<file path="src/rtl/stack_row_engine_pkg.sv">
// rtl/stack_row_engine_pkg.sv - shared stacker types, widths and level-input helpers
package stacker_pkg;

  localparam int SPEED_W = 4;
  localparam int NBLK_W  = 3;

  typedef enum logic [2:0] {
    ST_IDLE,
    ST_LOAD,
    ST_MOVE,
    ST_RESOLVE,
    ST_OVER
  } state_e;

  typedef enum logic {
    DIR_RIGHT,
    DIR_LEFT
  } dir_e;

  // Speed 0 is not a legal level speed; run it as the slowest speed.
  function automatic logic [SPEED_W-1:0] speed_eff(input logic [SPEED_W-1:0] s);
    return (s == '0) ? SPEED_W'(1) : s;
  endfunction

  // A zero-width segment would be unplayable; run it as a single cell.
  function automatic logic [NBLK_W-1:0] num_blocks_eff(input logic [NBLK_W-1:0] n);
    return (n == '0) ? NBLK_W'(1) : n;
  endfunction

endpackage

</file>
<file path="src/rtl/stack_row_engine_if.sv">
// rtl/stack_row_engine_if.sv - player/level inputs and row display outputs of the engine
interface stack_row_engine_if #(
  parameter int COLS = 8
);
  import stacker_pkg::*;

  logic                 start;
  logic                 place;
  logic [SPEED_W-1:0]   speed;
  logic [NBLK_W-1:0]    num_blocks;
  logic [COLS-1:0]      row_mask;
  logic [COLS-1:0]      prev_mask;
  logic [4:0]           row_count;
  logic                 next_signal;
  logic                 fail;
  logic                 win;
  logic                 busy;

  modport slave (
    input  start, place, speed, num_blocks,
    output row_mask, prev_mask, row_count, next_signal, fail, win, busy
  );

  modport master (
    output start, place, speed, num_blocks,
    input  row_mask, prev_mask, row_count, next_signal, fail, win, busy
  );

endinterface

</file>
<file path="src/rtl/stack_row_engine_step_ticker.sv">
// rtl/stack_row_engine_step_ticker.sv - speed-dependent step pulse generator
module step_ticker
  import stacker_pkg::*;
#(
  parameter int TICK_BASE = 2500000
) (
  input  logic               clk,
  input  logic               resetn,
  input  logic [SPEED_W-1:0] speed_i,
  input  logic               enable_i,
  output logic               step_o
);

  localparam int CW = $clog2(TICK_BASE * 15 + 1);

  logic [CW-1:0] cnt_q;
  logic [CW-1:0] period_m1;

  // Period follows speed live; >= keeps a shortened period from waiting for a wrap.
  always_comb begin
    period_m1 = CW'(TICK_BASE * (16 - int'(speed_eff(speed_i))) - 1);
    step_o    = enable_i && (cnt_q >= period_m1);
  end

  // Count cycles while enabled, restart on each step or whenever disabled.
  always_ff @(posedge clk) begin
    if (!resetn || !enable_i) begin
      cnt_q <= '0;
    end else if (cnt_q >= period_m1) begin
      cnt_q <= '0;
    end else begin
      cnt_q <= cnt_q + CW'(1);
    end
  end

endmodule

</file>
<file path="src/rtl/stack_row_engine.sv">
// rtl/stack_row_engine.sv - sweeping segment, placement resolution and game progress
module stack_row_engine
  import stacker_pkg::*;
#(
  parameter int COLS      = 8,
  parameter int ROWS      = 12,
  parameter int TICK_BASE = 2500000
) (
  input  logic                clk,
  input  logic                resetn,
  stack_row_engine_if.slave   bus
);

  state_e          state_q;
  dir_e            dir_q;
  dir_e            dir_d;
  logic [4:0]      pos_q;
  logic [4:0]      pos_d;
  logic [4:0]      w_q;
  logic [4:0]      w_load_d;
  logic [4:0]      cw_q;
  logic [COLS-1:0] row_mask_q;
  logic [COLS-1:0] prev_mask_q;
  logic [COLS-1:0] ov_d;
  logic [4:0]      row_count_q;
  logic [4:0]      row_count_d;
  logic            next_q;
  logic            fail_q;
  logic            win_q;
  logic            busy_q;
  logic            step;

  function automatic logic [COLS-1:0] mask_of(input logic [4:0] w, input logic [4:0] pos);
    logic [31:0] m;
    m = ((32'd1 << w) - 32'd1) << pos;
    return m[COLS-1:0];
  endfunction

  function automatic logic [4:0] popcount(input logic [COLS-1:0] v);
    logic [4:0] c;
    c = '0;
    for (int i = 0; i < COLS; i++) begin
      c = c + 5'(v[i]);
    end
    return c;
  endfunction

  step_ticker #(
    .TICK_BASE(TICK_BASE)
  ) u_ticker (
    .clk      (clk),
    .resetn   (resetn),
    .speed_i  (bus.speed),
    .enable_i (state_q == ST_MOVE),
    .step_o   (step)
  );

  // Segment width for the next row, overlap of the current drop and the next sweep position.
  always_comb begin
    logic [4:0] nbe;
    logic [4:0] lim;
    nbe = 5'(num_blocks_eff(bus.num_blocks));
    if (row_count_q == '0) begin
      lim = nbe;
    end else begin
      lim = (nbe < cw_q) ? nbe : cw_q;
    end
    w_load_d    = (lim > 5'(COLS)) ? 5'(COLS) : lim;
    ov_d        = row_mask_q & prev_mask_q;
    row_count_d = row_count_q + 5'd1;

    pos_d = pos_q;
    dir_d = dir_q;
    if (w_q >= 5'(COLS)) begin
      pos_d = '0;
    end else if (dir_q == DIR_RIGHT) begin
      if ((6'(pos_q) + 6'(w_q) + 6'd1) > 6'(COLS)) begin
        dir_d = DIR_LEFT;
        pos_d = pos_q - 5'd1;
      end else begin
        pos_d = pos_q + 5'd1;
      end
    end else begin
      if (pos_q == '0) begin
        dir_d = DIR_RIGHT;
        pos_d = pos_q + 5'd1;
      end else begin
        pos_d = pos_q - 5'd1;
      end
    end
  end

  // Game FSM with all display and pulse outputs registered.
  always_ff @(posedge clk) begin
    if (!resetn) begin
      state_q     <= ST_IDLE;
      dir_q       <= DIR_RIGHT;
      pos_q       <= '0;
      w_q         <= '0;
      cw_q        <= '0;
      row_mask_q  <= '0;
      prev_mask_q <= '1;
      row_count_q <= '0;
      next_q      <= 1'b0;
      fail_q      <= 1'b0;
      win_q       <= 1'b0;
      busy_q      <= 1'b0;
    end else begin
      next_q <= 1'b0;
      fail_q <= 1'b0;
      win_q  <= 1'b0;
      case (state_q)
        ST_IDLE: begin
          if (bus.start) begin
            state_q <= ST_LOAD;
            busy_q  <= 1'b1;
          end
        end
        ST_LOAD: begin
          w_q        <= w_load_d;
          pos_q      <= '0;
          dir_q      <= DIR_RIGHT;
          row_mask_q <= mask_of(w_load_d, 5'd0);
          state_q    <= ST_MOVE;
        end
        ST_MOVE: begin
          // A drop on a step cycle resolves the mask the player actually saw.
          if (bus.place) begin
            state_q <= ST_RESOLVE;
          end else if (step) begin
            pos_q      <= pos_d;
            dir_q      <= dir_d;
            row_mask_q <= mask_of(w_q, pos_d);
          end
        end
        ST_RESOLVE: begin
          if (ov_d != '0) begin
            prev_mask_q <= ov_d;
            cw_q        <= popcount(ov_d);
            row_count_q <= row_count_d;
            next_q      <= 1'b1;
            if (row_count_d == 5'(ROWS)) begin
              win_q   <= 1'b1;
              state_q <= ST_OVER;
              busy_q  <= 1'b0;
            end else begin
              state_q <= ST_LOAD;
            end
          end else begin
            fail_q  <= 1'b1;
            state_q <= ST_OVER;
            busy_q  <= 1'b0;
          end
        end
        ST_OVER: begin
          if (bus.start) begin
            row_count_q <= '0;
            prev_mask_q <= '1;
            state_q     <= ST_LOAD;
            busy_q      <= 1'b1;
          end
        end
        default: begin
          state_q <= ST_IDLE;
          busy_q  <= 1'b0;
        end
      endcase
    end
  end

  assign bus.row_mask    = row_mask_q;
  assign bus.prev_mask   = prev_mask_q;
  assign bus.row_count   = row_count_q;
  assign bus.next_signal = next_q;
  assign bus.fail        = fail_q;
  assign bus.win         = win_q;
  assign bus.busy        = busy_q;

endmodule

</file>
<file path="src/flat_wrapper.sv">
// flat-port wrapper written by rule: the top's interface ports become plain ports
module stack_row_engine_flat import stacker_pkg::*;
#(
  parameter int COLS      = 8,
  parameter int ROWS      = 12,
  parameter int TICK_BASE = 2500000
)
  (clk, resetn, bus_start, bus_place, bus_speed, bus_num_blocks, bus_row_mask, bus_prev_mask, bus_row_count, bus_next_signal, bus_fail, bus_win, bus_busy);
  stack_row_engine_if #(.COLS(COLS)) bus_i ();
  input  logic clk;
  input  logic resetn;
  input wire logic [$bits(bus_i.start)-1:0] bus_start;
  input wire logic [$bits(bus_i.place)-1:0] bus_place;
  input wire logic [$bits(bus_i.speed)-1:0] bus_speed;
  input wire logic [$bits(bus_i.num_blocks)-1:0] bus_num_blocks;
  output wire logic [$bits(bus_i.row_mask)-1:0] bus_row_mask;
  output wire logic [$bits(bus_i.prev_mask)-1:0] bus_prev_mask;
  output wire logic [$bits(bus_i.row_count)-1:0] bus_row_count;
  output wire logic [$bits(bus_i.next_signal)-1:0] bus_next_signal;
  output wire logic [$bits(bus_i.fail)-1:0] bus_fail;
  output wire logic [$bits(bus_i.win)-1:0] bus_win;
  output wire logic [$bits(bus_i.busy)-1:0] bus_busy;
  assign bus_i.start = bus_start;
  assign bus_i.place = bus_place;
  assign bus_i.speed = bus_speed;
  assign bus_i.num_blocks = bus_num_blocks;
  assign bus_row_mask = bus_i.row_mask;
  assign bus_prev_mask = bus_i.prev_mask;
  assign bus_row_count = bus_i.row_count;
  assign bus_next_signal = bus_i.next_signal;
  assign bus_fail = bus_i.fail;
  assign bus_win = bus_i.win;
  assign bus_busy = bus_i.busy;
  stack_row_engine #(.COLS(COLS), .ROWS(ROWS), .TICK_BASE(TICK_BASE)) u_core (.clk(clk), .resetn(resetn), .bus(bus_i));
endmodule
</file>
<file path="config.mk">
export PLATFORM = sky130hd
export DESIGN_NAME = stack_row_engine_flat
export DESIGN_NICKNAME = d
export VERILOG_FILES = /design/src/rtl/stack_row_engine_pkg.sv /design/src/rtl/stack_row_engine_if.sv /design/src/rtl/stack_row_engine_step_ticker.sv /design/src/rtl/stack_row_engine.sv /design/src/flat_wrapper.sv
export SDC_FILE = /design/constraint.sdc
export NUM_CORES = 1
export LEC_CHECK = 0
export BUFFER_PORTS_ARGS = -buffer_cell sky130_fd_sc_hd__buf_4
export CELL_PAD_IN_SITES_DETAIL_PLACEMENT = 2
export CELL_PAD_IN_SITES_GLOBAL_PLACEMENT = 2
export CORE_UTILIZATION = 40
export DETAILED_ROUTE_END_ITERATION = 6
export PLACE_DENSITY = 0.88
export SLEW_MARGIN = 20
export SYNTH_ARGS = -nofsm -noshare
export SYNTH_HDL_FRONTEND = slang
export SYNTH_SLANG_ARGS = --single-unit
export TNS_END_PERCENT = 5
</file>
<file path="constraint.sdc">
create_clock -name clk -period 15.7 [get_ports clk]
set_input_delay 1.57 -clock clk [delete_from_list [all_inputs] [get_ports clk]]
set_output_delay 1.57 -clock clk [all_outputs]
set_load 0.05 [all_outputs]
</file>
### After elaboration in Yosys (flattened, before gate mapping)

Cells that the tools add are included.

| operators by class | value |
|---|---|
| multipliers | 1 |
| muxes and demuxes | 40 |
| equality and inequality tests | 13 |
| order comparisons | 5 |
| shift operators | 3 |
| reduce and logical (&&, ||, !) cells | 23 |
| add/subtract/negate cells | 17 |
| bitwise gates (word level) | 2 |

Operators with widths:

| operator | number |
|---|---|
| two-way mux 5 bit | 11 |
| two-way mux 8 bit | 4 |
| case mux 8 bit (2 select lines) | 2 |
| << shifter 1 x 5 -> 32 bit, first input constant | 1 |
| << shifter 32 x 5 -> 8 bit | 1 |
| subtractor 32 x 1 -> 32 bit, second input constant | 1 |
| adder 5 x 1 -> 5 bit | 6 |
| adder 26 x 1 -> 26 bit, second input constant | 1 |
| >= comparator 26 bit | 1 |
| subtractor 26 x 2 -> 26 bit, second input constant | 1 |
| multiplier 18 x 6 -> 21 bit, first input constant | 1 |
| case mux 5 bit (2 select lines) | 2 |
| two-way mux 3 bit | 5 |
| two-way mux 1 bit | 12 |
| case mux 3 bit (4 select lines) | 1 |
| AND reduction 3 bit | 4 |
| adder 5 x 1 -> 5 bit, second input constant | 2 |
| logical NOT 5 bit | 2 |
| AND 8 bit | 1 |
| != test 2 bit, second input constant | 4 |
| nonzero test 8 bit | 1 |
| << shifter 1 x 5 -> 8 bit, first input constant | 1 |
| subtractor 8 x 1 -> 8 bit, second input constant | 1 |
| adder 5 x 5 -> 6 bit | 1 |
| 27 further kinds | 37 |

| storage, ports and cells | value |
|---|---|
| register bits | 70 |
| output and inout bits | 25 |
| input bits | 11 |

### Longest topological paths before layout

| depth | value |
|---|---|
| depth in word-level cells | 10 |
| mapped depth | 29 |
| mapped depth without buffers | 27 |

### By module

From an unflattened synthesis, not the netlist that was laid out.

| unflattened totals | value |
|---|---|
| cells, all modules | 806 |
| area, all modules | 6525.0 µm² |

By module, submodules not included:

| module | instances | area each (µm²) | cells each |
|---|---|---|---|
| step_ticker | 1 | 3437.0 | 409 |
| stack_row_engine | 1 | 3088.0 | 397 |

### Worst setup path before layout

No wires, ideal clock.

| path | value |
|---|---|
| path type | input to register |
| start | input bus_speed[1] |
| end | register u_core.u_ticker.cnt_q[13] |
| path slack | 7695 ps |
| arrival | 7940 ps |
| data required time | 15635 ps |
| path buffers | 2 |
| stages on the path | 25 |
| cell sequence | nor3_1 > nor2_1 > ha_1 > nand2b_1 > and2_1 > ha_1 > ha_1 > fa_1 > ha_1 > fa_1 > xnor2_1 > nor4b_1 > o21ai_2 > or3_4 > or4_4 > nor4_4 > xnor2_1 > ha_1 > a21o_1 > a221o_1 > a211o_1 > or3_1 > clkbuf_1 > clkbuf_1 > nor2_1 |

| between the ends | value |
|---|---|
| longest elaborated chain between the ends | 7 |

RTL lines:

| item | line | text |
|---|---|---|
| from (decl) | flat_wrapper.sv:14 | `input wire logic [$bits(bus_i.speed)-1:0] bus_speed;` |
| logical NOT 4 bit | stack_row_engine_pkg.sv:22 | `return (s == '0) ? SPEED_W'(1) : s;` |
| two-way mux 4 bit (*) | stack_row_engine_pkg.sv:22 |  |
| subtractor 5 x 4 -> 6 bit (*) | stack_row_engine_step_ticker.sv:21 | `period_m1 = CW'(TICK_BASE * (16 - int'(speed_eff(speed_i))) - 1);` |
| multiplier 18 x 6 -> 21 bit (*) | stack_row_engine_step_ticker.sv:21 |  |
| subtractor 26 x 2 -> 26 bit (*) | stack_row_engine_step_ticker.sv:21 |  |
| >= comparator 26 bit (*) | stack_row_engine_step_ticker.sv:29 | `end else if (cnt_q >= period_m1) begin` |
| OR reduction 2 bit (no source line) (*) | -- |  |
| to (signal assigned) | stack_row_engine_step_ticker.sv:32 | `cnt_q <= cnt_q + CW'(1);` |
| to (decl) | stack_row_engine_step_ticker.sv:16 | `logic [CW-1:0] cnt_q;` |

Mark *: on every way between the ends. The rest lies on a longest branch, timed or not.
A chain may end at the register's enable or synchronous reset.

### Worst setup path in the final report

| path | value |
|---|---|
| start | input bus_speed[1] |
| end | register u_core.u_ticker.cnt_q[17] |

The elaborated chain is that of the path after synthesis.

==> results.sh <==
export IMPL_clock_latency_ns=0.35
export IMPL_finalHoldViolations=0
export IMPL_cp_slowest_cell="or3_1"
export IMPL_rrSetupSlack_ns=11.72
export IMPL_grt_pass1_vias=6477
export IMPL_cp_common_cell="ha_1"
export IMPL_power_density_nw_per_um2=121.2
export IMPL_worst_path_buf_inv=1
export IMPL_rows=44
export IMPL_post_drt_wl_per_cell_um=22.86
export IMPL_cp_start_kind="primary input"
export IMPL_synth_flop_cell="dfxtp_1"
export IMPL_clockBufferDepth=2
export IMPL_hold_depth=1
export IMPL_seq_area_frac_synth_pct=22.73
export IMPL_drive_above_1_share_pct=9.702
export IMPL_finClkSkew_ns=0.01292
export IMPL_io_pins=36
export IMPL_tns_ns=0
export IMPL_cts_reportedPaths_clkPinSlew_ns=0.05
export IMPL_rsz0062_at_grt="no"
export IMPL_initial_utilization_pct=41.05
export IMPL_max_cap_viol_count=0
export IMPL_final_cell_count_no_fill=957
export IMPL_routed_wl_um=21880
export IMPL_grt_util_all_layers_pct=28.86
export IMPL_diodes=0
export IMPL_critical_path_arrival_ns=9.49
export IMPL_period_needed_ns=9.242
export IMPL_port_buffers=35
export IMPL_cp_depth=26
export IMPL_min_to="u_core.u_ticker.cnt_q[0]"
export IMPL_endpoint_kind="flip-flop"
export IMPL_cts_resized_gates=0
export IMPL_post_cts_buffers=0
export IMPL_place_gp_congestion=0.8769
export IMPL_synth_edff_count=0
export IMPL_slew_violations=0
export IMPL_fp_dieW_um=124.4
export IMPL_final_period_utilization_pct=58.86
export IMPL_fmax_mhz=108.2
export IMPL_cellLeakagePower_nw=2.779
export IMPL_antenna_found_initial=0
export IMPL_grt_pass1_wl_um=35850
export IMPL_cp_top_family="simple AND/OR/NAND/NOR gates"
export IMPL_rr_worst_depth=12
export IMPL_hold_class="reg2reg"
export IMPL_ys_ff_latch=68
export IMPL_clkSinkCount=68
export IMPL_setup_viol=0
export IMPL_syn_cell_area_um2=5989
export IMPL_die_area_um2=15470
export IMPL_vias_per_cell=6.061
export IMPL_grt_max_degree=27
export IMPL_cpPeakStageDelay_ns=0.74
export IMPL_syn_nets=849
export IMPL_synthToLayoutAreaGrowth_pct=11.93
export IMPL_crit_path_max_fanout=26
export IMPL_drtPass1Iterations=5
export IMPL_vdd_ir_drop_max_uv=42.77
export IMPL_layout_nets=865
export IMPL_fillers=1615
export IMPL_cts_max_level=3
export IMPL_drtIter0Drc=249
export IMPL_outcome="completed"
export IMPL_async_flop_share_pct=0
export IMPL_die_height_um=124.4
export IMPL_yosysWarningCount=0
export IMPL_route_detailed_drc=0
export IMPL_cts_tree="done"
export IMPL_synth_cell_type_count=70
export IMPL_globalRouteOverflowTotal=0
export IMPL_ant_nets=0
export IMPL_coreArea_um2=14590
export IMPL_worstHoldStart="u_core.u_ticker.cnt_q[0]"
export IMPL_holdBufCountCts=0
export IMPL_cts_made_buffers=9
export IMPL_maxSlewHeadroom_pct=19.04
export IMPL_worst_pin_slew_ns=1.204
export IMPL_reg2reg_to="u_core.bus.row_mask[4]"
export IMPL_clock_root_buffer="clkbuf_16"
export IMPL_r2r_start="u_core.pos_q[0]"
export IMPL_required_ns=15.94
export IMPL_critPathKind="in2reg"
export IMPL_synth_cells=752
export IMPL_vias=5800
export IMPL_dp_hpwl_um=15910
export IMPL_multi_input_area_um2=4389
export IMPL_dp_cells=941
export IMPL_avgSynthCellArea_um2=7.965
export IMPL_seq_area_um2=1361
==> metrics by stage <==
step | worst slack (ns) | power (mW) | utilization, % | hold slack [ns] | area, µm²
2_1_floorplan | 7.695 | 0.4672 | - | 0.4302 | 5989
3_3_place_gp | 6.957 | 0.5392 | 43.66 | 0.4407 | 6370
3_5_place_dp | 6.255 | 0.5733 | 43.66 | 0.4753 | 6370
4_1_cts | 6.502 | 0.8138 | 45.92 | 0.4809 | 6699
5_1_grt | 6.016 | 0.8556 | 45.95 | 0.5337 | 6704
6_report | 6.458 | 0.8122 | 45.95 | 0.4867 | 6704
==> worst max path at each step <==
stage,from,to,slack [ns]
detailed placement,bus_speed[1],u_core.dir_q,6.26
CTS,bus_speed[1],u_core.u_ticker.cnt_q[14],6.50
finish,bus_speed[1],u_core.u_ticker.cnt_q[17],6.46
global placement,bus_speed[1],u_core.dir_q,6.96
global route,bus_speed[1],u_core.dir_q,6.02
floorplan,bus_speed[1],u_core.u_ticker.cnt_q[13],7.69
==> sequential cells by signal, summed over array words and instances, names as in the netlist <==
name / count
u_core.cw_q: 4
u_core.dir_q: 1
u_core.bus.row_mask: 8
u_core.bus.busy: 1
u_core.bus.row_count: 5
u_core.bus.next_signal: 1
u_core.bus.prev_mask: 8
u_core.bus.win: 1
u_core.w_q: 4
u_core.pos_q: 5
u_core.u_ticker.cnt_q: 26
u_core.bus.fail: 1
u_core.state_q: 3
==> routing by layer <==
metal / part of all wire [%] / GRT usage, % / up-vias
met3: 2.0 / 2.706 / 35
met1: 45 / 35.84 / 2959
met2: 51 / 51.64 / 87
li1: - / - / 2719
met4: 2.2 / 10.06 / 0
met5: 0 / 0 / -
==> Yosys cell counts (all sizes together) (7+ instances only) <==
cell,n,area share [%]
xnor2,32,4.7
clkbuf,29,1.8
a21o,8,1.0
nand3,26,2.2
nor2b,10,1.0
nor3,18,1.5
or2,7,0.73
a31oi,9,0.94
a211oi,10,1.3
inv,31,1.9
o21ai,46,3.9
and2,9,0.94
nand2,61,3.8
or3,7,0.90
nor3b,11,1.4
nand4,14,1.5
nor2,92,5.8
ha,77,16
a21oi,44,3.7
xor2,34,5.0
dfxtp,68,23
fa,9,3.0
==> logic make-up (layout without fill, tap and decap cells) <==
logic type,count (synthesis),count (layout),share of synthesized area (%)
AO/OA/AOI/OAI,165,165,17.86
XOR/XNOR,66,66,9.651
adder cells (fa/ha/maj),86,86,19.09
buffers and inverters,63,84,4.073
flip-flops,68,68,22.73
multiplexers,7,7,1.191
AND/OR/NAND/NOR,297,297,25.40
==> placed cells by master (no fill, tap or decap), types with 10 or more instances in the layout <==
cell type	count
xor2_1	34
dfxtp_1	68
nand3_1	26
nor2_1	92
xnor2_1	32
a21oi_1	44
nand4_1	14
o21ai_0	40
ha_1	77
inv_1	31
nand2_1	61
nor2b_1	10
nor3b_1	11
buf_4	37
nor3_1	18
==> final cells by class <==
class / instances / area share [%]
tap: 184 / 3.434
clock buffer: 13 / 3.882
clock inverter: 3 / 1.027
multi-input combinational: 621 / 65.47
sequential: 68 / 20.31
inverter: 31 / 1.736
timing repair buffer: 37 / 4.143
==> power by group <==
group | internal (mW) | total [mW] | switching, mW
sequential | 0.186 | 0.209 | 0.0232
combinational | 0.136 | 0.374 | 0.239
clock | 0.148 | 0.229 | 0.0809
total | 0.469 | 0.812 | 0.343
(Power assumes the default switching activity.)
